==> config.mk <==
export PLATFORM = sky130hd
export DESIGN_NAME = latency_stats_collector
export DESIGN_NICKNAME = d
export VERILOG_FILES = /design/src/rtl/latency_stats_collector_pkg.sv /design/src/rtl/latency_stats_collector_fifo.sv /design/src/rtl/latency_stats_collector.sv
export SDC_FILE = /design/constraint.sdc
export NUM_CORES = 1
export LEC_CHECK = 0
export ABC_AREA = 1
export CORE_ASPECT_RATIO = 1.2
export CORE_MARGIN = 3
export CORE_UTILIZATION = 57
export DETAILED_ROUTE_END_ITERATION = 8
export GPL_ROUTABILITY_DRIVEN = 0
export HOLD_SLACK_MARGIN = 0.08
export PLACE_DENSITY = 0.82
export REMOVE_ABC_BUFFERS = 1
export SYNTH_ARGS = -nofsm -noshare
export SYNTH_HDL_FRONTEND = slang
export SYNTH_SLANG_ARGS = --single-unit
==> constraint.sdc <==
create_clock -name clk -period 4.1 [get_ports clk]
set_input_delay 0.82 -clock clk [delete_from_list [all_inputs] [get_ports clk]]
set_output_delay 0.82 -clock clk [all_outputs]
set_load 0.01 [all_outputs]
==> src/rtl/latency_stats_collector_pkg.sv <==
// Shared definitions for the latency counter and its statistics collector:
// default latency width, statistics reset constants and a saturating adder.
package latency_stats_collector_pkg;

  localparam int LAT_WIDTH  = 16;
  localparam int STAT_MAX_W = 64;

  // Wide reset patterns; users truncate them to their own register width.
  localparam logic [STAT_MAX_W-1:0] MIN_INIT = '1;
  localparam logic [STAT_MAX_W-1:0] MAX_INIT = '0;

  // Adds a and b, clamping the result to the largest value of a w-bit register.
  function automatic logic [STAT_MAX_W-1:0] sat_add(input logic [STAT_MAX_W-1:0] a,
                                                    input logic [STAT_MAX_W-1:0] b,
                                                    input int unsigned w);
    logic [STAT_MAX_W:0] s;
    logic [STAT_MAX_W:0] lim;
    s   = {1'b0, a} + {1'b0, b};
    lim = ({{STAT_MAX_W{1'b0}}, 1'b1} << w) - {{STAT_MAX_W{1'b0}}, 1'b1};
    if (s > lim) return lim[STAT_MAX_W-1:0];
    return s[STAT_MAX_W-1:0];
  endfunction

endpackage

==> src/rtl/latency_stats_collector_fifo.sv <==
// Small synchronous sample FIFO with flush; a push into a full FIFO is
// accepted only when a pop frees the head slot in the same cycle.
module lat_sample_fifo #(
  parameter int DEPTH = 4,
  parameter int WIDTH = 16
) (
  input  logic             clk,
  input  logic             reset,
  input  logic             flush,
  input  logic             push,
  input  logic             pop,
  input  logic [WIDTH-1:0] din,
  output logic [WIDTH-1:0] dout,
  output logic             full,
  output logic             empty
);

  localparam int AW = $clog2(DEPTH);

  logic [WIDTH-1:0] mem [DEPTH];
  logic [AW:0]      wr_ptr;
  logic [AW:0]      rd_ptr;
  logic             wr_en;
  logic             rd_en;

  assign empty = (wr_ptr == rd_ptr);
  assign full  = (wr_ptr[AW] != rd_ptr[AW]) && (wr_ptr[AW-1:0] == rd_ptr[AW-1:0]);
  assign rd_en = pop & ~empty;
  assign wr_en = push & (~full | rd_en);
  assign dout  = mem[rd_ptr[AW-1:0]];

  always_ff @(posedge clk or negedge reset) begin
    if (!reset) begin
      wr_ptr <= '0;
      rd_ptr <= '0;
      for (int i = 0; i < DEPTH; i++) mem[i] <= '0;
    end else if (flush) begin
      wr_ptr <= '0;
      rd_ptr <= '0;
    end else begin
      if (wr_en) begin
        mem[wr_ptr[AW-1:0]] <= din;
        wr_ptr              <= wr_ptr + 1'b1;
      end
      if (rd_en) rd_ptr <= rd_ptr + 1'b1;
    end
  end

endmodule

==> src/rtl/latency_stats_collector.sv <==
// Captures each completed latency measurement (running falling edge) into a
// drainable FIFO and keeps min/max/saturating sum/count statistics.
module latency_stats_collector
  import latency_stats_collector_pkg::*;
#(
  parameter int WIDTH     = LAT_WIDTH,
  parameter int DEPTH     = 4,
  parameter int SUM_WIDTH = 32,
  parameter int CNT_WIDTH = 16
) (
  input  logic                 clk,
  input  logic                 reset,
  input  logic [WIDTH-1:0]     latency,
  input  logic                 running,
  input  logic                 clear,
  output logic                 sample_valid,
  output logic [WIDTH-1:0]     sample_data,
  input  logic                 sample_ready,
  output logic [WIDTH-1:0]     min_lat,
  output logic [WIDTH-1:0]     max_lat,
  output logic [SUM_WIDTH-1:0] lat_sum,
  output logic [CNT_WIDTH-1:0] lat_count,
  output logic                 overflow
);

  logic run_q;
  logic cap;
  logic pop;
  logic fifo_full;
  logic fifo_empty;

  // latency still holds the final count in the first cycle running reads 0
  assign cap          = run_q & ~running;
  assign sample_valid = ~fifo_empty;
  assign pop          = sample_valid & sample_ready & ~clear;

  lat_sample_fifo #(
    .DEPTH (DEPTH),
    .WIDTH (WIDTH)
  ) u_fifo (
    .clk   (clk),
    .reset (reset),
    .flush (clear),
    .push  (cap & ~clear),
    .pop   (pop),
    .din   (latency),
    .dout  (sample_data),
    .full  (fifo_full),
    .empty (fifo_empty)
  );

  always_ff @(posedge clk or negedge reset) begin
    if (!reset) begin
      run_q     <= 1'b0;
      min_lat   <= WIDTH'(MIN_INIT);
      max_lat   <= WIDTH'(MAX_INIT);
      lat_sum   <= '0;
      lat_count <= '0;
      overflow  <= 1'b0;
    end else begin
      // run_q tracks through clear so an in-flight measurement still lands
      run_q <= running;
      if (clear) begin
        min_lat   <= WIDTH'(MIN_INIT);
        max_lat   <= WIDTH'(MAX_INIT);
        lat_sum   <= '0;
        lat_count <= '0;
        overflow  <= 1'b0;
      end else if (cap) begin
        if (latency < min_lat) min_lat <= latency;
        if (latency > max_lat) max_lat <= latency;
        lat_sum   <= SUM_WIDTH'(sat_add(STAT_MAX_W'(lat_sum), STAT_MAX_W'(latency), SUM_WIDTH));
        lat_count <= CNT_WIDTH'(sat_add(STAT_MAX_W'(lat_count), STAT_MAX_W'(1), CNT_WIDTH));
        if (fifo_full && !pop) overflow <= 1'b1;
      end
    end
  end

endmodule
==> flow_summary.ini <==
[global_routing]
grt_pass1_wl_um = 40930
grt_max_degree = 98
grt_usage = 0.2855
grt_pass1_vias = 8308
antenna_found_initial = 0
grt_overflow = 0

[synth]
synthesis.area_um2 = 9225
synth_area_leader_cell = dfrtp_1
synthMostInstantiatedCell = nand2_1
ys_ff_latch = 152
ys_warn_count = 0
synth_edf_count = 0
synth_cell_types = 41
syn_inst = 1232
synthTopCellsByCount = nand2_1 (369), o21ai_0 (137), dfrtp_1 (136)
synth_top_area_frac = 0.3689
synthArstFlopShare = 1.000
synth_ff_type = dfrtp_1
synth_area_leaders = dfrtp_1 (37%), nand2_1 (15%), o21ai_0 (7.4%), ha_1 (7.3%), inv_1 (5.0%)
syn_avg_cell_area_um2 = 7.488
ys_seq_area_frac = 0.4145

[run]
cap_violations = 0

[detailed_routing]
drc = 0
dr.pass1.iters = 6
wl_per_cell_um = 16.17
drt_wl_total_um = 25100
vias_per_cell = 5.579
dr_total_vias = 8659
drtIter0Drc = 791
ant_nets = 0

[timing]
fmax_mhz = 297.8
fin_ws_ns = 0.7418
relSlewSlack = 0.4074
hold_violations = 0
final.min_clock_period_ns = 3.358
fin_tns_setup_ns = 0
rsz0062_at_grt = false
finalMaxSlewViolations = 0
tightest_slew_ns = 0.8890
period_share = 0.8191
setup_viol = 0
fin_worst_skew_ns = 0.005593

[floorplanning]
coreArea_um2 = 15700
die_x_um = 122.1
num_rows = 50
die_h_um = 145.4
start_util = 0.5875
die_area_um2 = 17750
io_pins = 119

[critical_path]
worstPathRequired_ns = 3.28
rr_worst_depth = 9
crit_type = reg -> out
worstPathMaxFanout = 19
arrival_ns = 2.54
start_kind = flop
endpoint_kind = primary output

[pwr]
peakVddDrop_uv = 246.7
power_density_nw_per_um2 = 414.8
p_leak_nw = 5.567

[cells_and_area]
nets = 1407
diodes = 0
area_growth_pct = 20.33
regArea_um2 = 3824
drive_gt1_frac = 0.07143
fillers = 1256
multi_input_area_um2 = 4684

[clock_tree]
clock-sinks = 152
postCtsSetupBuffers = 0
cts_hold_buf = 0
clock_tree.buffer_depth = 2
ctsHtreeMaxLevel = 4
cts_tree = done
cts.repair.resized = 0
cts_buffers = 17
clock-root-buffer = clkbuf_16
clkLatencyLatePin_ns = 0.43
clkTransAtPathRegs_ns = 0.06

[status]
status = finished clean

[placed_design]
portBuffers = 118
place_ws_ns = 0.4848
dpl.hpwl_um = 17360

[min_path]
min_path_type = in -> async
## metal layers
| metal | up-vias | part of all wire | global-route usage |
|---|---|---|---|
| li1 | 4208 | - | - |
| met1 | 4082 | 0.42 | 0.3725 |
| met2 | 314 | 0.49 | 0.4831 |
| met3 | 55 | 0.058 | 0.03383 |
| met4 | 0 | 0.029 | 0.1132 |
| met5 | - | 0 | 0 |
## worst max-delay path: stages (launching register included)
cell and delay [ns]:
dfrtp_1 0.67, inv_2 0.43, o21ai_0 0.18, o22ai_1 0.24, clkdlybuf4s50_1 0.59
## cells by family after synthesis
kind of cell	Yosys count	synth area share
simple gates	592	0.2753
compound gates	241	0.1370
buf+inv	172	0.07880
flops	152	0.4145
fa+ha+maj	55	0.07541
xor+xnor	20	0.01899
## sequential cells by signal, summed over array words and instances, names as in the netlist, 3 cells and up
name / count
min_lat: 16
lat_count: 16
u_fifo.rd_ptr: 3
u_fifo.mem: 64
lat_sum: 32
u_fifo.wr_ptr: 3
max_lat: 16
## through the flow
step	cell area, um^2	instances	total power [mW]	util	hold slack, ns
2_1_floorplan	8970	1185	2.461	-	0.4478
3_3_place_gp	10500	1520	2.973	0.6688	0.4618
3_5_place_dp	10500	1520	3.012	0.6688	0.4682
4_1_cts	11100	1552	4.616	0.7069	0.4843
5_1_grt	11100	1552	4.831	0.7069	0.4988
6_report	11100	1552	4.605	0.7069	0.4820
## worst paths after layout
kind | slack (ns) | startpoint | to
max | 0.74 | u_fifo.rd_ptr[1] | sample_data[0]
min | 0.48 | reset | u_fifo.mem[3]
max reg2reg | 1.25 | lat_count[0] | lat_count[9]
min reg2reg | 0.48 | u_fifo.mem[30] | u_fifo.mem[30]
max in group asynchronous | 2.76 | reset | min_lat[15]
min in group clk | 0.48 | u_fifo.mem[30] | u_fifo.mem[30]
## report_power, final
group          leakage [nW]  internal (mW)  switching (mW)
logic                  3.30          0.508           0.636
clock network         0.276          0.936           0.666
registers              1.99           1.72           0.135
## layout by cell type, fill, tap and decap left out, drive strengths merged, types with 10 or more instances in the layout
| cell type | instances |
|---|---|
| nand2 | 382 |
| nor3 | 11 |
| a21oi | 42 |
| o22ai | 16 |
| clkbuf | 20 |
| dfrtp | 136 |
| buf | 10 |
| clkdlybuf4s50 | 117 |
| inv | 128 |
| nand4 | 11 |
| nor2 | 104 |
| o21ai | 172 |
| xor2 | 14 |
| ha | 54 |
| nand3 | 71 |
| dfstp | 16 |
## layout make-up
cell class	count	share of cell area
sequential	152	0.3445
tap	208	0.02344
inverter	125	0.04249
timing repair buffer	127	0.1137
clock buffer	20	0.04114
clock inverter	12	0.01274
multi-input combinational	908	0.4220
No activity file was read; power rests on OpenSTA's default activity.
